--- config.mk ---
export PLATFORM = sky130hd
export DESIGN_NAME = uart_rx
export DESIGN_NICKNAME = d
export VERILOG_FILES = /design/src/rtl/xoro_pkg.sv /design/src/rtl/uart_rx_fifo.sv /design/src/rtl/uart_rx.sv
export SDC_FILE = /design/constraint.sdc
export NUM_CORES = 1
export LEC_CHECK = 0
export ABC_AREA = 1
export CORE_UTILIZATION = 55
export DETAILED_ROUTE_END_ITERATION = 10
export PLACE_DENSITY = 0.8
export SYNTH_ARGS = -nofsm -noshare
export SYNTH_HDL_FRONTEND = slang
export SYNTH_HIERARCHICAL = 1
export SYNTH_SLANG_ARGS = --single-unit
--- constraint.sdc ---
create_clock -name clk -period 3.3 [get_ports clk]
set_input_delay 0.33 -clock clk [delete_from_list [all_inputs] [get_ports clk]]
set_output_delay 0.33 -clock clk [all_outputs]
set_load 0.02 [all_outputs]
--- src/rtl/xoro_pkg.sv ---
// Shared constants for the UART receiver: register map, STATUS bit layout
// and the receive state encoding.
package xoro_pkg;

    // Register offsets; only address bit [2] distinguishes them.
    localparam logic [31:0] UART_DATA_OFS   = 32'h0000_0000;
    localparam logic [31:0] UART_STATUS_OFS = 32'h0000_0004;

    // STATUS bit positions
    localparam int ST_NOT_EMPTY = 0;
    localparam int ST_OVERRUN   = 1;
    localparam int ST_FRAME_ERR = 2;
    localparam int ST_FULL      = 3;

    typedef enum logic [1:0] {
        RX_IDLE  = 2'd0,
        RX_START = 2'd1,
        RX_DATA  = 2'd2,
        RX_STOP  = 2'd3
    } rx_state_t;

    // True when the decoded address bit selects the STATUS register.
    function automatic logic is_status_offset(input logic addr_bit2);
        return addr_bit2 == UART_STATUS_OFS[2];
    endfunction

endpackage

--- src/rtl/uart_rx_fifo.sv ---
// Byte FIFO for received characters. Pointers carry one extra wrap bit so
// full and empty fall out of a plain pointer comparison.
module uart_rx_fifo #(
    parameter int DEPTH = 16
) (
    input  logic       clk,
    input  logic       reset,
    input  logic       i_push,
    input  logic [7:0] i_din,
    input  logic       i_pop,
    output logic [7:0] o_dout,
    output logic       o_full,
    output logic       o_empty
);
    localparam int AW = $clog2(DEPTH);

    logic [7:0]  r_mem [DEPTH];
    logic [AW:0] r_wr_ptr;
    logic [AW:0] r_rd_ptr;
    logic        w_push_ok;
    logic        w_pop_ok;

    assign o_empty   = (r_wr_ptr == r_rd_ptr);
    assign o_full    = (r_wr_ptr[AW] != r_rd_ptr[AW]) &&
                       (r_wr_ptr[AW-1:0] == r_rd_ptr[AW-1:0]);
    assign w_pop_ok  = i_pop && !o_empty;
    // A pop in the same cycle frees the slot, so a push into a full FIFO is taken.
    assign w_push_ok = i_push && (!o_full || w_pop_ok);
    assign o_dout    = r_mem[r_rd_ptr[AW-1:0]];

    // Advance read/write pointers on accepted operations.
    always_ff @(posedge clk) begin
        if (reset) begin
            r_wr_ptr <= '0;
            r_rd_ptr <= '0;
        end else begin
            if (w_push_ok) r_wr_ptr <= r_wr_ptr + (AW+1)'(1);
            if (w_pop_ok)  r_rd_ptr <= r_rd_ptr + (AW+1)'(1);
        end
    end

    // Storage write; contents need no reset since the pointers gate visibility.
    always_ff @(posedge clk) begin
        if (w_push_ok) r_mem[r_wr_ptr[AW-1:0]] <= i_din;
    end

endmodule

--- src/rtl/uart_rx.sv ---
// 8N1 UART receiver with a receive FIFO and a two-register bus slave
// (DATA pops the FIFO, STATUS reports and clears sticky errors).
module uart_rx
    import xoro_pkg::*;
#(
    parameter int CLK_HZ     = 100000000,
    parameter int BAUD       = 115200,
    parameter int FIFO_DEPTH = 16
) (
    input  logic        clk,
    input  logic        reset,
    input  logic        enable,
    input  logic        mem_valid,
    output logic        mem_ready,
    input  logic        mem_instr,
    input  logic [31:0] mem_addr,
    input  logic [3:0]  mem_wstrb,
    input  logic [31:0] mem_wdata,
    output logic [31:0] mem_rdata,
    input  logic        serial_in
);
    localparam int DIV = CLK_HZ / BAUD;
    localparam int TW  = $clog2(DIV + 1);
    localparam logic [TW-1:0] DIV_FULL = TW'(DIV);
    localparam logic [TW-1:0] DIV_HALF = TW'(DIV / 2);

    logic            r_sync1, r_sync2;
    logic            w_line;
    rx_state_t       r_state, w_state_nxt;
    logic [TW-1:0]   r_timer, w_timer_nxt;
    logic [2:0]      r_bitcnt, w_bitcnt_nxt;
    logic [7:0]      r_shift, w_shift_nxt;
    logic            w_tick, w_push, w_frame_set;
    logic            r_overrun, r_frame_err;
    logic            w_full, w_empty, w_pop;
    logic [7:0]      w_head;
    logic            r_mem_ready, r_pop_pend;
    logic [31:0]     r_mem_rdata;
    logic            w_accept, w_is_status, w_is_write;
    logic [31:0]     w_status, w_rd_value;
    logic            w_ovr_set, w_ovr_clr, w_fe_clr;
    logic            w_unused;

    assign w_unused = ^{mem_instr, mem_addr[31:3], mem_addr[1:0],
                        mem_wdata[31:3], mem_wdata[0]};

    // Two-flop synchronizer; resets to the idle-high line level.
    always_ff @(posedge clk) begin
        if (reset) begin
            r_sync1 <= 1'b1;
            r_sync2 <= 1'b1;
        end else begin
            r_sync1 <= serial_in;
            r_sync2 <= r_sync1;
        end
    end

    assign w_line = r_sync2;
    // Timer counts a loaded interval down; its last cycle is the expiry.
    assign w_tick = (r_timer <= TW'(1));

    // Receive state, bit timer and bit counter registers.
    always_ff @(posedge clk) begin
        if (reset) begin
            r_state  <= RX_IDLE;
            r_timer  <= '0;
            r_bitcnt <= '0;
        end else begin
            r_state  <= w_state_nxt;
            r_timer  <= w_timer_nxt;
            r_bitcnt <= w_bitcnt_nxt;
        end
    end

    // Data shift register; contents only matter once a frame completes.
    always_ff @(posedge clk) begin
        r_shift <= w_shift_nxt;
    end

    // Receive FSM: next state, timer reloads, bit capture and stop-bit outcome.
    always_comb begin
        w_state_nxt  = r_state;
        w_timer_nxt  = r_timer;
        w_bitcnt_nxt = r_bitcnt;
        w_shift_nxt  = r_shift;
        w_push       = 1'b0;
        w_frame_set  = 1'b0;
        case (r_state)
            RX_IDLE: begin
                if (!w_line) begin
                    w_state_nxt = RX_START;
                    w_timer_nxt = DIV_HALF;
                end
            end
            RX_START: begin
                if (w_tick) begin
                    if (!w_line) begin
                        w_state_nxt  = RX_DATA;
                        w_timer_nxt  = DIV_FULL;
                        w_bitcnt_nxt = '0;
                    end else begin
                        w_state_nxt = RX_IDLE;
                        w_timer_nxt = '0;
                    end
                end else begin
                    w_timer_nxt = r_timer - TW'(1);
                end
            end
            RX_DATA: begin
                if (w_tick) begin
                    w_shift_nxt  = {w_line, r_shift[7:1]};
                    w_timer_nxt  = DIV_FULL;
                    w_bitcnt_nxt = r_bitcnt + 3'd1;
                    if (r_bitcnt == 3'd7) w_state_nxt = RX_STOP;
                end else begin
                    w_timer_nxt = r_timer - TW'(1);
                end
            end
            RX_STOP: begin
                if (w_tick) begin
                    w_push      = w_line;
                    w_frame_set = !w_line;
                    w_state_nxt = RX_IDLE;
                    w_timer_nxt = '0;
                end else begin
                    w_timer_nxt = r_timer - TW'(1);
                end
            end
            default: begin
                w_state_nxt = RX_IDLE;
                w_timer_nxt = '0;
            end
        endcase
    end

    uart_rx_fifo #(
        .DEPTH (FIFO_DEPTH)
    ) u_fifo (
        .clk     (clk),
        .reset   (reset),
        .i_push  (w_push),
        .i_din   (r_shift),
        .i_pop   (w_pop),
        .o_dout  (w_head),
        .o_full  (w_full),
        .o_empty (w_empty)
    );

    assign w_accept    = mem_valid && enable && !r_mem_ready;
    assign w_is_status = is_status_offset(mem_addr[2]);
    assign w_is_write  = |mem_wstrb;
    // The pop decided at acceptance is performed in the acknowledge cycle.
    assign w_pop       = r_pop_pend;
    assign w_ovr_set   = w_push && w_full && !w_pop;
    assign w_ovr_clr   = w_accept && w_is_write && w_is_status && mem_wdata[1];
    assign w_fe_clr    = w_accept && w_is_write && w_is_status && mem_wdata[2];

    // Read value for the access being accepted this cycle.
    always_comb begin
        w_status               = '0;
        w_status[ST_NOT_EMPTY] = !w_empty;
        w_status[ST_OVERRUN]   = r_overrun;
        w_status[ST_FRAME_ERR] = r_frame_err;
        w_status[ST_FULL]      = w_full;
        w_rd_value             = '0;
        if (w_is_status)   w_rd_value = w_status;
        else if (!w_empty) w_rd_value = {24'b0, w_head};
    end

    // Sticky error flags; a set in the same cycle as a clear wins.
    always_ff @(posedge clk) begin
        if (reset) begin
            r_overrun   <= 1'b0;
            r_frame_err <= 1'b0;
        end else begin
            if (w_ovr_set)        r_overrun <= 1'b1;
            else if (w_ovr_clr)   r_overrun <= 1'b0;
            if (w_frame_set)      r_frame_err <= 1'b1;
            else if (w_fe_clr)    r_frame_err <= 1'b0;
        end
    end

    // Bus slave: one-cycle ack after acceptance, read data zero outside it.
    always_ff @(posedge clk) begin
        if (reset) begin
            r_mem_ready <= 1'b0;
            r_mem_rdata <= '0;
            r_pop_pend  <= 1'b0;
        end else begin
            r_mem_ready <= w_accept;
            r_mem_rdata <= (w_accept && !w_is_write) ? w_rd_value : 32'd0;
            r_pop_pend  <= w_accept && !w_is_write && !w_is_status && !w_empty;
        end
    end

    assign mem_ready = r_mem_ready;
    assign mem_rdata = r_mem_rdata;

endmodule
==> out/metrics.yaml, run 1 <==
worst_setup_path:
  max_stage_delay_ns: 0.58
  cp_cell_sequence: "inv_1, ha_1, inv_1, nand2_1, nand3_4, nor2_8, inv_4, nor3_1, buf_4, nand2_4, inv_2, nand2_2, nor2_1"
  worst-path-max-fanout: 8
  crit_required_ns: 3.35
  worst_r2r_path_depth: 13
  path_class: "reg2reg"
  crit_path_top_delay_cell: "nor2_1"
  critical_path_arrival_ns: 2.84
  endpoint_kind: "flip-flop"
  setup.worst_path.start_class: "flip-flop"
  timing.critical_path.mode_cell: "inv_1"
logic_synthesis:
  ys.flop_type: "edfxtp_1"
  yosysSeqAreaShare_pct: 63.9
  synth_top_family_by_area: "simple AND/OR/NAND/NOR gates"
  synth_fa_ha_area_share_pct: 1.46
  synthArstFlopShare_pct: 0
  yosys-mux-area-fraction_pct: 0
  synthSimpleGateAreaFrac_pct: 17.6
  synthesis.area_per_instance_um2: 10.6
  synthDistinctLibCells: 35
  synth-compound-area-share_pct: 10.0
  synth-xor-area-share_pct: 0.906
  synth_edf_count: 136
  yosysWarnings: 6
  syn_inst: 728
  synth-seq-cells: 179
  synth.largest_area_cell: "edfxtp_1"
  yosysTopAreaCellShare_pct: 52.8
  syn_area_um2: 7740
  synthTopCellsByArea: "edfxtp_1, dfxtp_1, nor2_1"
floorplanning:
  die_y_um: 121
  ios: 107
  rows: 42
  core-area_um2: 13500
  die-area_um2: 14500
  start_util_pct: 57.3
  die_w_um: 121
routing:
  drc: 0
  detail-route-antenna-nets: 0
  drt-vias-per-instance: 5.70
  initialDrtViolationCount: 589
  wirelength_mm: 16.4
  via_count: 5414
  firstDrtPassIters: 5
  wl_per_cell_um: 17.3
timing:
  fin_setup_tns_ns: 0
  post-route-period-util_pct: 84.3
  rsz0062_at_grt: "no"
  fmax_ghz: 0.359
  whs_ns: 0.432
  finalHoldViolCount: 0
  tightest_slew_ns: 0.834
  fin_crit_ns: 2.78
  final-setup-viol-count: 0
  slew_viol_final: 0
  slew_headroom_pct: 44.4
  finClkSkew_ns: 0.00786
clocking:
  cts.path.max_buffers: 2
  cts_root_buf: "clkbuf_16"
  cts_hold_buffers: 0
  clock_latency_ns: 0.43
  ctsResizeCount: 0
  cts.sinks: 179
  htreeDepth: 4
  post_cts_buffers: 0
  path_clk_slew_ns: 0.06
  cts_tree: "done"
  cts_buffers: 17
cells_and_area:
  fill_cells: 987
  syn_to_final_growth_pct: 11.7
  stdcell_count: 949
  drive_gt1_share_pct: 11.3
  n_antenna_cell: 0
  final_common_cell: "nor2_1"
  post-route-util_pct: 64.0
  nNetsFinal: 843
  multi_input_area_um2: 2410
  most-common-layout-cells: "nor2_1, edfxtp_1, nand2_1, o21ai_0, dfxtp_1"
  seqCellArea_um2: 4950
global_route:
  grt_pass1_wl_mm: 26.5
  globalRouteOverflowTotal: 0
  grt_max_degree: 65
  antenna_found_initial: 0
  grt_pass1_vias: 5296
  grt_usage_pct: 23.9
power_and_ir_drop:
  total_power_uw: 5310
  powerDensity_nw_per_um2: 615
  p_leak_uw: 0.00312
  ir_worst_vdd_uv: 699
place:
  dp.cells: 917
  routabilityCongestion: 0.858
  port_buffers: 20
  dp_hpwl_mm: 10.3
run:
  cap_violations: 0
min_path:
  holdPathStages: 1
  min_path_type: "reg2reg"
outcome:
  status: "complete, no violations"
registers in the layout, summed over array words and instances, names as in the netlist, 3 cells and up, named ones only:
signal and cells:
u_fifo/r_mem 128, r_timer 10, mem_rdata 8, r_shift 8, u_fifo/r_rd_ptr 5, u_fifo/r_wr_ptr 5
r_bitcnt 3
power breakdown:
| group | switching, µW | total (µW) | internal (µW) |
|---|---|---|---|
| Combinational | 595 | 892 | 296 |
| Sequential | 90.2 | 2550 | 2460 |
| Clock | 837 | 1880 | 1040 |
| Total | 1520 | 5310 | 3790 |
worst max-delay path, delay by kind of cell (launching register included):
| family | cells | cell delay, ns |
|---|---|---|
| adder cells (fa/ha/maj) | 1 | 0.23 |
| AND/OR/NAND/NOR | 7 | 1.26 |
| buffers and inverters | 5 | 0.57 |
| flip-flops | 1 | 0.34 |
kinds of logic after synthesis:
logic type | Yosys count
AO/OA/AOI/OAI | 137
XOR/XNOR | 8
adder cells (fa/ha/maj) | 9
buffers and inverters | 94
flip-flops | 179
other | 1
AND/OR/NAND/NOR | 300
final timing paths:
| check | from | slack, ns | end |
|---|---|---|---|
| min reg2reg | r_sync1 | 0.43 | r_sync2 |
| max | r_timer[0] | 0.52 | u_fifo/r_mem[6][2] |
| min | r_sync1 | 0.43 | r_sync2 |
| max reg2reg | r_timer[0] | 0.52 | u_fifo/r_mem[6][2] |
synth_stat cells, drive strengths merged, types with 5 or more instances:
library cell	count
nor2	158
clkbuf	14
edfxtp	136
nand2	91
ha	9
inv	44
o21ai	80
o211ai	32
nand4	7
nor3	5
a21oi	23
nand3	34
buf	36
dfxtp	43
final cells by class:
type	instances	share of cell area, %
Clock inverter	8	0.811
Timing Repair Buffer	40	4.05
Inverter	44	1.94
Sequential cell	179	57.2
Tap cell	176	2.55
Multi-Input combinational cell	478	27.9
Clock buffer	24	5.57
per-stage QoR:
step / area, µm² / setup slack, ns
final: 8640 / 0.518
after global routing: 8640 / 0.308
after CTS: 8640 / 0.523
after detailed placement: 8090 / 0.563
after global placement: 8090 / 0.621
after floorplan: 7820 / 0.689
per-layer routing:
| metal | GRT usage [%] | up-vias | wire length, µm |
|---|---|---|---|
| li1 | - | 2527 | - |
| met1 | 31.5 | 2577 | 6780 |
| met2 | 39.4 | 293 | 8230 |
| met3 | 4.86 | 17 | 1250 |
| met4 | 8.72 | 0 | 171 |
| met5 | 0 | - | 0 |
Power figures use the tool's default switching activity.
==> run 2, diff against run 1 <==
- clock period: 3.3 -> 2.81 ns (I/O delays scaled with it)
==> run 2 against run 1 <==
Critical path type unchanged. Worst setup slack worse by 0.28 ns. Sequential share of layout area down 0.19 points. Combinational power rose by 17%. Die area unchanged. Global-route usage is 0.30 points lower. Highest routed layer unchanged.
==> out/metrics.yaml, run 2 (synthesized netlist as in run 1, its figures left out) <==
timing:
  slew_viol_final: 0  # unchanged
  slew_headroom_pct: 57.5  # +13 points
  setup_ws_ns: 0.236  # -0.282 ns
  finClkSkew_ns: 0.00676  # -0.00110 ns
  rsz0062_at_grt: "no"
  fin_setup_tns_ns: 0  # unchanged
  tightest_slew_ns: 0.637  # -0.197 ns
  post-route-period-util_pct: 91.6  # +7.3 points
  fmax_ghz: 0.388  # +8.1%
  finalHoldViolCount: 0  # unchanged
  fin_crit_ns: 2.57  # -0.208 ns
  final-setup-viol-count: 0  # unchanged
cells_and_area:
  final_common_cell: "nor2_1"
  most-common-layout-cells: "nor2_1, edfxtp_1, nand2_1, o21ai_0, dfxtp_1"
  syn_to_final_growth_pct: 12.1
  n_antenna_cell: 0  # unchanged
  nNetsFinal: 847  # +0.47%
  largest_reg_flops: 128  # unchanged
  fill_cells: 982  # -0.51%
  drive_gt1_share_pct: 11.5  # +0.21 points
clocking:
  cts.sinks: 179  # unchanged
  cts.path.max_buffers: 2  # unchanged
  cts_tree: "done"
  cts_hold_buffers: 0  # unchanged
  clock_latency_ns: 0.43  # about the same
  cts_root_buf: "clkbuf_16"
  htreeDepth: 4  # unchanged
  post_cts_buffers: 0  # unchanged
  cts_buffers: 17  # unchanged
  path_clk_slew_ns: 0.06  # about the same
  ctsResizeCount: 0  # unchanged
worst_setup_path:
  worst_r2r_path_depth: 14  # +1
  critical_path_arrival_ns: 2.71  # -0.13 ns
  worst-path-max-fanout: 8  # unchanged
  crit_required_ns: 2.94  # -0.41 ns
  setup.worst_path.start_class: "flip-flop"
  path_class: "reg2reg"
  endpoint_kind: "flip-flop"
place:
  dp_slack_ns: 0.331  # -0.232 ns
  routabilityCongestion: 0.874  # +1.8%
  port_buffers: 20  # unchanged
  dp_hpwl_mm: 10.4  # +0.33%
global_route:
  grt_max_degree: 65  # unchanged
  grt_usage_pct: 23.6  # -0.30 points
  grt_pass1_wl_mm: 25.8  # -2.6%
  globalRouteOverflowTotal: 0  # unchanged
  grt_pass1_vias: 5166  # -2.5%
  antenna_found_initial: 0  # unchanged
min_path:
  holdPathStages: 1  # unchanged
  min_path_type: "reg2reg"
floorplanning:
  die_w_um: 121  # unchanged
  die_y_um: 121  # unchanged
  ios: 107  # unchanged
  core-area_um2: 13500  # unchanged
  start_util_pct: 57.3  # unchanged
  rows: 42  # unchanged
  die-area_um2: 14500  # unchanged
power_and_ir_drop:
  p_clk_share_pct: 35.1  # -0.2 points
  p_leak_uw: 0.00314  # +0.86%
  ir_worst_vdd_uv: 794  # +14%
  total_power_uw: 6210  # +17%
  power_frac_seq_pct: 48.2  # +0.3 points
  sw_frac_of_total_pct: 28.4  # -0.28 points
  internal_power_uw: 4450  # +17%
  power.switching_uw: 1760  # +16%
  comb_power_share_pct: 16.7  # about the same
  powerDensity_nw_per_um2: 716  # +17%
routing:
  wl_per_cell_um: 16.9  # -2.1%
  drt-vias-per-instance: 5.70  # about the same
  firstDrtPassIters: 6  # +1
  detail-route-antenna-nets: 0  # unchanged
  met3_length_mm: 1.32  # +5.6%
  drc: 0  # unchanged
  dr_wl_met2_mm: 7.90  # -4.0%
  wl_met1_mm: 6.64  # -2.1%
  via_count: 5431  # +0.31%
  wirelength_mm: 16.1  # -1.8%
  initialDrtViolationCount: 468  # -21%
  top_layer: "met4"
outcome:
  status: "complete, no violations"
run:
  cap_violations: 0  # unchanged
-- run 2: changes by cell type in the layout (fill, tap and decap cells not counted) --
cell        before  now
clkbuf_1         4    2
buf_4           20   23
clkinv_4         2    1
clkinvlp_4       2    1
clkinv_2         0    2
clkinv_1         0    3
buf_12           0    1
clkbuf_8         3    0
bufinv_16        0    1
-- run 2: final timing paths --
kind | startpoint | endpoint | slack [ns]
worst max-delay path | r_timer[0] | u_fifo/r_mem[0][3] | 0.24
worst min-delay path | r_sync1 | r_sync2 | 0.41
worst max register to register | r_timer[0] | u_fifo/r_mem[0][3] | 0.24
worst min register to register | r_sync1 | r_sync2 | 0.41
-- run 2: layout make-up --
type                    count  area (µm²)  area share (%)
clock buffers              19         433            4.99
clock inverters            12         105            1.21
flip-flops and latches    179        4950            57.0
repair buffers             44         393            4.53
inverters                  44         168            1.93
well taps                 176         220            2.54
multi-input cells         478        2410            27.8
-- run 2: power by group through the flow --
stage / registers (µW) / clock network, µW / logic [µW]
final: 2990 / 2180 / 1040
after global routing: 3000 / 2290 / 1150
after CTS: 2990 / 2190 / 1020
after detailed placement: 3050 / 0 / 1010
after global placement: 3040 / 0 / 986
after floorplan: 3020 / 0 / 859
-- run 2: per-layer routing --
metal / vias to the layer above / track usage, %
met5: - / 0
met4: 0 / 10.3
met3: 30 / 5.90
met2: 262 / 37.8
met1: 2605 / 30.7
li1: 2534 / -
-- run 2: critical path, stage by stage, from the launching register on --
cell and delay, ns:
dfxtp_1 0.35, inv_1 0.14, ha_1 0.23, inv_1 0.05, nand2_1 0.09, nand3_4 0.10
nor2_8 0.16, inv_4 0.07, nor3_1 0.18, buf_4 0.19, nand2_4 0.08, inv_2 0.12
nand2_2 0.09, nor2_1 0.17, buf_4 0.22
-- run 2: stage by stage --
stage | instance area [µm²] | hold WS, ns | cells | utilization (%)
floorplan | 7820 | 0.350 | 751 | -
global placement | 8140 | 0.393 | 921 | 60.2
detailed placement | 8140 | 0.398 | 921 | 60.2
CTS | 8670 | 0.411 | 952 | 64.2
global route | 8670 | 0.422 | 952 | 64.2
finish | 8670 | 0.413 | 952 | 64.2
==> run 3, diff against run 2 <==
- CELL_PAD_IN_SITES_DETAIL_PLACEMENT: unset -> 2
- CELL_PAD_IN_SITES_GLOBAL_PLACEMENT: unset -> 2
- CORE_UTILIZATION: 55 -> 35
- PLACE_DENSITY: 0.8 -> unset
- PLACE_DENSITY_LB_ADDON: unset -> 0.1
==> run 3 against run 2 <==
Final cell count grew 11%. Sequential power about the same. Fmax is 1.5% lower. Worst setup slack got worse by 0.038 ns. Flip-flop and latch count unchanged. Power up 5.9%. Highest routed layer unchanged.
==> out/metrics.yaml, run 3 (synthesized netlist as in run 1, its figures left out) <==
outcome:
  status: "complete, no violations"
cells_and_area:
  design_area_um2: 8900  # +2.6%
  n_antenna_cell: 0  # unchanged
  most-common-layout-cells: "nor2_1, edfxtp_1, nand2_1, o21ai_0, dfxtp_1"
  fill_cells: 2336  # +140%
  nNetsFinal: 847  # unchanged
  final_common_cell: "nor2_1"
  drive_gt1_share_pct: 12.4  # +0.89 points
  largest_reg_flops: 128  # unchanged
  post-route-util_pct: 40.9  # -23 points
  syn_to_final_growth_pct: 15.0
power_and_ir_drop:
  p_clk_share_pct: 37.4  # +2.3 points
  power.switching_uw: 1930  # +9.7%
  power_frac_seq_pct: 45.6  # -2.6 points
  powerDensity_nw_per_um2: 739  # +3.2%
  internal_power_uw: 4640  # +4.3%
  total_power_uw: 6580  # +5.9%
  p_leak_uw: 0.00319  # +1.5%
  sw_frac_of_total_pct: 29.4  # +1.0 points
  ir_worst_vdd_uv: 384  # -52%
  comb_power_share_pct: 17.0  # +0.3 points
floorplanning:
  die_w_um: 151  # +25%
  rows: 54  # +29%
  start_util_pct: 35.6  # -22 points
  die_y_um: 151  # +25%
  die-area_um2: 22700  # +56%
  core-area_um2: 21800  # +61%
  ios: 107  # unchanged
clocking:
  cts.sinks: 179  # unchanged
  cts_root_buf: "clkbuf_16"
  cts_tree: "done"
  htreeDepth: 4  # unchanged
  clock_latency_ns: 0.43  # about the same
  cts.path.max_buffers: 2  # unchanged
  path_clk_slew_ns: 0.07  # about the same
  cts_hold_buffers: 0  # unchanged
  cts_buffers: 17  # unchanged
routing:
  dr_wl_met2_mm: 11.3  # +43%
  top_layer: "met4"
  wl_per_cell_um: 20.8  # +23%
  drt-vias-per-instance: 5.13  # -10%
  met3_length_um: 708  # -46%
  drc: 0  # unchanged
  via_count: 5423  # -0.15%
  initialDrtViolationCount: 254  # -46%
  detail-route-antenna-nets: 0  # unchanged
  wl_met1_mm: 9.79  # +47%
  firstDrtPassIters: 4  # -2
  wirelength_mm: 22.0  # +37%
run:
  cap_violations: 0  # unchanged
timing:
  finalHoldViolCount: 0  # unchanged
  slew_viol_final: 0  # unchanged
  final-setup-viol-count: 0  # unchanged
  fin_setup_tns_ns: 0  # unchanged
  rsz0062_at_grt: "no"
  finClkSkew_ns: 0.00885  # +0.00209 ns
  post-route-period-util_pct: 93.0  # +1.4 points
  fin_crit_ns: 2.61  # +0.0383 ns
  fmax_ghz: 0.383  # -1.5%
  slew_headroom_pct: 51.0  # -6.6 points
  tightest_slew_ns: 0.736  # +0.0984 ns
global_route:
  globalRouteOverflowTotal: 0  # unchanged
  grt_pass1_wl_mm: 34.0  # +32%
  grt_pass1_vias: 5847  # +13%
  grt_usage_pct: 20.9  # -2.7 points
  antenna_found_initial: 0  # unchanged
  grt_max_degree: 65  # unchanged
place:
  port_buffers: 20  # unchanged
  routabilityCongestion: 0.792  # -9.3%
  dpl_cell_area_um2: 8280  # +1.8%
  dp_hpwl_mm: 14.9  # +44%
worst_setup_path:
  worst-path-max-fanout: 8  # unchanged
  path_class: "reg2reg"
  setup.worst_path.start_class: "flip-flop"
  crit_required_ns: 2.94  # about the same
  endpoint_kind: "flip-flop"
  critical_path_arrival_ns: 2.74  # +0.03 ns
min_path:
  min_path_type: "reg2reg"
==> run 3: cell count changes in the layout (fill, tap and decap cells not counted), sizes merged <==
cell / change
clkinvlp: +1
bufinv: +2
clkbuf: -2
==> run 3: worst paths after layout <==
| path | start | to | slack, ns | cells past startpoint |
|---|---|---|---|---|
| worst max-delay path | r_timer[0] | u_fifo/r_mem[0][5] | 0.20 | 14 |
| worst max register to register | r_timer[0] | u_fifo/r_mem[0][5] | 0.20 | 14 |
| worst min-delay path | r_sync1 | r_sync2 | 0.41 | 1 |
| worst min register to register | r_sync1 | r_sync2 | 0.41 | 1 |
==> run 3: power groups by stage <==
stage | combinational, µW | clock, µW | sequential (µW)
final | 1120 | 2460 | 3000
after floorplan | 859 | 0 | 3020
after global routing | 1240 | 2610 | 3020
after detailed placement | 1120 | 0 | 3060
after global placement | 1080 | 0 | 3050
after CTS | 1130 | 2510 | 3000
==> run 3: what timing repair did <==
item                       CTS  global route
setup buffers                0             0
setup endpoints to repair    0           120
resized for setup            0             4
==> run 3: per-layer routing <==
| metal | vias up | track usage [%] |
|---|---|---|
| met4 | 0 | 5.30 |
| met2 | 84 | 36.8 |
| met1 | 2790 | 26.5 |
| met3 | 17 | 3.64 |
| li1 | 2532 | - |
| met5 | - | 0 |
==> run 3: cell type report <==
cell class | count | area (µm²) | share of cell area, %
clock buffer | 17 | 425 | 4.78
clock inverter | 15 | 179 | 2.01
inverter | 44 | 170 | 1.91
multi-input combinational | 478 | 2420 | 27.2
sequential | 179 | 4950 | 55.6
tap | 280 | 350 | 3.94
timing repair buffer | 44 | 405 | 4.56
==> run 3: through the flow <==
step | worst slack [ns] | std cells | hold WS, ns
3_3_place_gp | 0.186 | 1025 | 0.396
6_report | 0.198 | 1057 | 0.412
2_1_floorplan | 0.199 | 751 | 0.350
4_1_cts | 0.0520 | 1057 | 0.407
5_1_grt | 0.00276 | 1057 | 0.426
3_5_place_dp | 0.171 | 1025 | 0.398
==> run 3: worst max-delay path: stages, from the launching register on <==
cell and delay, ns:
dfxtp_1 0.37, inv_1 0.14, ha_2 0.23, inv_1 0.05, nand2_1 0.10, nand3_4 0.11
nor2_8 0.17, inv_4 0.08, nor3_1 0.16, buf_4 0.20, nand2_4 0.09, inv_4 0.11
nand2_2 0.14, nor2_1 0.13, buf_4 0.21
